`config.mk`:
```
export PLATFORM = sky130hd
export DESIGN_NAME = pkt_fifo
export DESIGN_NICKNAME = d
export VERILOG_FILES = /design/src/rtl/eth_pkg.sv /design/src/rtl/sdp_ram.sv /design/src/rtl/pkt_fifo.sv
export SDC_FILE = /design/constraint.sdc
export NUM_CORES = 1
export LEC_CHECK = 0
export CAP_MARGIN = 20
export CORE_MARGIN = 2
export CORE_UTILIZATION = 50
export CTS_CLUSTER_SIZE = 12
export DETAILED_ROUTE_END_ITERATION = 8
export GPL_TIMING_DRIVEN = 0
export PLACE_DENSITY = 0.63
export SYNTH_ARGS = -nofsm -noshare
export SYNTH_HDL_FRONTEND = slang
export SYNTH_SLANG_ARGS = --single-unit
```
`constraint.sdc`:
```
create_clock -name clk -period 5.8 [get_ports clk]
set_input_delay 0.58 -clock clk [delete_from_list [all_inputs] [get_ports clk]]
set_output_delay 0.58 -clock clk [all_outputs]
set_load 0.02 [all_outputs]
```
`src/rtl/eth_pkg.sv`:
```
// eth_pkg: shared types and helpers for the switch datapath blocks
package eth_pkg;
  typedef enum logic {NORMAL, DROP} pf_state_e;
  function automatic int ptr_w(input int depth);
    return $clog2(depth) + 1;
  endfunction
endpackage

```
`src/rtl/sdp_ram.sv`:
```
// sdp_ram: simple dual-port storage, one write port and one registered read port
module sdp_ram #(
  parameter int W  = 9,
  parameter int D  = 64,
  parameter int AW = $clog2(D)
) (
  input  logic          clk,
  input  logic          rstn,
  input  logic          we,
  input  logic [AW-1:0] waddr,
  input  logic [W-1:0]  wdata,
  input  logic          re,
  input  logic [AW-1:0] raddr,
  output logic [W-1:0]  rdata
);
  logic [W-1:0] mem [D];
  // array write; the storage itself carries no reset
  always_ff @(posedge clk)
    if (we) mem[waddr] <= wdata;
  // read register clears on reset and holds between reads
  always_ff @(posedge clk or negedge rstn)
    if (!rstn) rdata <= '0;
    else if (re) rdata <= mem[raddr];
endmodule

```
`src/rtl/pkt_fifo.sv`:
```
// pkt_fifo: frame-aware FIFO that exposes only fully committed frames to the reader
module pkt_fifo import eth_pkg::*; #(
  parameter int WIDTH        = 8,
  parameter int DEPTH        = 64,
  parameter int AFULL_MARGIN = 8,
  parameter int CNT_W        = 16
) (
  input  logic                       clk,
  input  logic                       rstn,
  input  logic                       wr_en,
  input  logic [WIDTH-1:0]           wr_data,
  input  logic                       wr_last,
  input  logic                       wr_abort,
  input  logic                       rd_en,
  output logic [WIDTH-1:0]           rd_data,
  output logic                       rd_last,
  output logic                       rd_valid,
  output logic                       empty,
  output logic                       full,
  output logic                       afull,
  output logic [ptr_w(DEPTH)-1:0]    level,
  output logic [ptr_w(DEPTH)-1:0]    pkt_count,
  output logic [CNT_W-1:0]           drop_cnt
);
  localparam int PW = ptr_w(DEPTH);
  localparam int AW = PW - 1;
  logic [PW-1:0] wr_ptr, cm_ptr, rd_ptr;
  pf_state_e state;
  logic do_wr, do_rd, commit, rewind, drop_evt;
  assign level    = wr_ptr - rd_ptr;
  assign empty    = rd_ptr == cm_ptr;
  assign full     = level == PW'(DEPTH);
  assign afull    = level >= PW'(DEPTH - AFULL_MARGIN);
  assign do_rd    = rd_en && !empty;
  assign do_wr    = wr_en && !full && state == NORMAL && !(wr_last && wr_abort);
  assign commit   = do_wr && wr_last;
  assign rewind   = state == NORMAL && wr_en && (full || (wr_last && wr_abort));
  assign drop_evt = wr_en && wr_last && (state == DROP || full || wr_abort);
  sdp_ram #(.W(WIDTH + 1), .D(DEPTH), .AW(AW)) u_ram (
    .clk   (clk),
    .rstn  (rstn),
    .we    (do_wr),
    .waddr (wr_ptr[AW-1:0]),
    .wdata ({wr_last, wr_data}),
    .re    (do_rd),
    .raddr (rd_ptr[AW-1:0]),
    .rdata ({rd_last, rd_data})
  );
  // pointers, drop FSM and counters; a frame's last beat leaving the output retires it from pkt_count
  always_ff @(posedge clk or negedge rstn)
    if (!rstn) begin
      wr_ptr    <= '0;
      cm_ptr    <= '0;
      rd_ptr    <= '0;
      rd_valid  <= 1'b0;
      pkt_count <= '0;
      drop_cnt  <= '0;
      state     <= NORMAL;
    end else begin
      rd_valid  <= do_rd;
      rd_ptr    <= rd_ptr + PW'(do_rd);
      wr_ptr    <= rewind ? cm_ptr : wr_ptr + PW'(do_wr);
      if (commit) cm_ptr <= wr_ptr + PW'(1);
      pkt_count <= pkt_count + PW'(commit) - PW'(rd_valid && rd_last);
      if (drop_evt && drop_cnt != '1) drop_cnt <= drop_cnt + CNT_W'(1);
      state     <= (state == NORMAL && wr_en && full && !wr_last) ? DROP :
                   (state == DROP && wr_en && wr_last) ? NORMAL : state;
    end
endmodule

```
==> run summary <==
Antenna Violating Nets Remaining: 0
CTS Buf Count: 67
Main synth FF type: edfxtp_1
CP endpoint kind: flip-flop
Pleak: 9.66 nW
Most common cell after layout, fill and taps aside: edfxtp_1
Worst slew pin tran: 1.08 ns
Chip Height: 229 um
Relative slew slack: 27.7%
Starting Density: 50.6%
Startpoint types: flip-flop
Max-Cap Viols: 0
Post-synth EDFFs: 576
Area growth, synth to finish: 16.2%
Hold Path Class: primary input to flip-flop
Dpl hpwl: 43,800 um
GRT overflow: 0
# DRC: 0
Worst-Skew Late Latency: 0.61 ns
Die footprint: 52,600 um^2
Ports: 57
Ratio of cells with drive above 1 in the final layout: 26.5%
Global-route wire length before repair: 92,300 um
CP max stage delay: 0.69 ns
Root Driver: clkbuf_16
Synthesized Nets: 1,327
Critical Path Slowest Stage Cell: or4b_1
Worst vdd rail ir drop: 267 uV
Die X: 229 um
Post-Synth Adder-Cell Area: 1.09%
Seq/Total Area, Yosys: 73.6%
Async S/R FF share, synth: 8.72%
Final Critical Period: 5.47 ns
Final Hold Vio Count: 0
CP Cell Sequence: inv_2, clkbuf_1, buf_8, ha_1, nor2b_1, o22ai_1, mux2i_1, a2111oi_4, or4b_1, buf_2, ha_1, inv_1, ha_1, inv_1, fa_1, inv_1, a21o_1, a21oi_1, o21bai_1, a21oi_1, xnor2_1
Xor-xnor portion of the synthesized cell area: 1.62%
Compound-cell area share of the yosys netlist: 2.17%
CP bufs+invs: 7
CP top delay family: buffers and inverters
Post-Syn Area: 25,400 um^2
Core region area: 50,200 um^2
WS Path Type: flip-flop to flip-flop
Simple-gate share of the synthesized area: 4.34%
Ys Warns: 0
# setup viols final: 0
Routability Congestion: 0.974
Largest family of logic cells by synthesized area: multiplexers
Syn avg cell area: 19.6 um^2
Max Root-Sink Buffers: 3
Final core utilization: 58.8%
Inserted Diodes: 0
Pwr dens: 493 nW/um^2
DR vias: 13,300
NumNets Final: 1,499
Final wirelength: 62,900 um
FMAX: 183 MHz
Yosys reg bits: 631
DR iter-0 viols: 1,337
Placed cells: 2,069
Global Route Usage Sum: 24.6%
Commonest non-fill, non-tap cells in the layout: 576 x edfxtp_1, 163 x mux4_2, 68 x clkbuf_16, 64 x nor2_1, 54 x dfrtp_1
Via density per instance: 6.11
Data required time at the worst endpoint: 6.28 ns
Post-CTS Setup Inserts: 0
Non-Filler Instances: 2,178
CTS tree: done
Wire length per cell: 28.9 um
Final Slew Violations: 0
Clk pin slew, worst setup/hold paths: 0.06 ns
H-tree depth: 3
Port buffer count: 56
Crit-path max FO: 18
Initial antenna violation count: 1
Largest net degree at the start of global routing: 64
Final Skew: 0.0196 ns
Status: complete, no violations
DRT Pass-1 Iters: 5
Critical path arrival: 5.95 ns
RSZ-0062 raised after global routing: false
Clock sinks: 631
FP Rows: 82
Post-Synthesis Cells: 1,292
Distinct cells, synth: 58
Post-synthesis mux area share: 15.5%
Final Cycle Share: 94.4%
Vias in the first global route: 13,500
-- power by group --
group	leakage, nW	switching [mW]	internal (mW)
Clock	0.968	1.68	2.28
Combinational	2.82	2.99	2.13
Sequential	5.87	0.211	5.23
-- flip-flops by register name, indices dropped and copies added (netlist names), 7 cells and up --
register     flops
cm_ptr           7
rd_ptr           7
drop_cnt        16
u_ram.rdata      9
wr_ptr           7
u_ram.mem      576
pkt_count        7
-- cell type report --
| type | instances | area (um^2) |
|---|---|---|
| fill | 3648 | 20700 |
| buffer | 66 | 304 |
| clock buffer | 86 | 1770 |
| timing repair buffer | 110 | 1090 |
| sequential | 631 | 18700 |
| clock inverter | 25 | 216 |
| multi-input combinational | 562 | 6490 |
| inverter | 26 | 101 |
| tap | 672 | 841 |
-- logic make-up after synthesis --
kind of cell / count (synthesis)
compound gates: 77
mux: 188
fa+ha+maj: 21
xor+xnor: 47
simple gates: 229
buf+inv: 99
flops: 631
-- synth_stat cells (3+ instances only) --
cell type  instances  area share, %
or2_2              3          0.074
o21ai_1            3          0.059
clkbuf_1          28           0.41
ha_1              19           0.94
and3_1             3          0.074
o211ai_1           3          0.089
o21ai_0           12           0.24
mux4_2           163             14
inv_1             23           0.34
dfrtp_1           55            5.4
nand2b_1           5           0.12
xnor2_1           21           0.72
o311ai_0           4           0.14
a21oi_1           16           0.32
nor3_1            26           0.51
nor2b_1            4          0.099
or3_1              5           0.12
nand2_1           50           0.74
xor2_1            26           0.90
nand4_1            6           0.15
a221oi_1           6           0.21
a31oi_1            6           0.15
nand3_1           24           0.47
edfxtp_1         576             68
mux2i_1           15           0.59
nor4_1            30           0.74
mux2_2            10           0.44
buf_2             24           0.47
buf_4              6           0.18
a22oi_1            7           0.21
buf_1             15           0.22
nor2_1            64           0.95
-- repair_timing --
action	4_1_cts	5_1_grt
hold endpoints to repair	23	0
setup endpoints to repair	364	3
hold buffers	1	0
resized for setup	1	2
-- metal layers --
layer	GRT usage, %	part of all wire [%]
met1	34.4	41
met2	38.0	47
met3	5.70	8.5
met4	9.88	3.4
met5	0	0.021
-- worst paths after layout --
path / start / endpoint / slack, ns / depth (start not counted)
worst max-delay path: rd_ptr[2] / pkt_count[6] / 0.33 / 21
worst min-delay path: wr_data[6] / u_ram.mem[42][6] / 0.22 / 1
worst max register to register: rd_ptr[2] / pkt_count[6] / 0.33 / 21
worst min register to register: u_ram.rdata[0] / u_ram.rdata[0] / 0.49 / 2
max in group asynchronous: rstn / rd_ptr[3] / 4.67 / 3
min in group asynchronous: rstn / pkt_count[6] / 0.53 / 2
-- stage by stage --
step	area [um^2]	worst slack (ns)	hold slack (ns)	setup TNS [ns]	power (mW)
5_1_grt	29500	0.0127	0.207	0	15.1
2_1_floorplan	25400	0.569	0.284	0	8.63
3_3_place_gp	26800	-1.51	0.478	-388.58	10.5
4_1_cts	29500	0.0681	0.195	0	14.6
3_5_place_dp	27500	-0.972	0.482	-86.95	10.7
6_report	29500	0.325	0.218	0	14.5
Power figures use the tool's default switching activity.
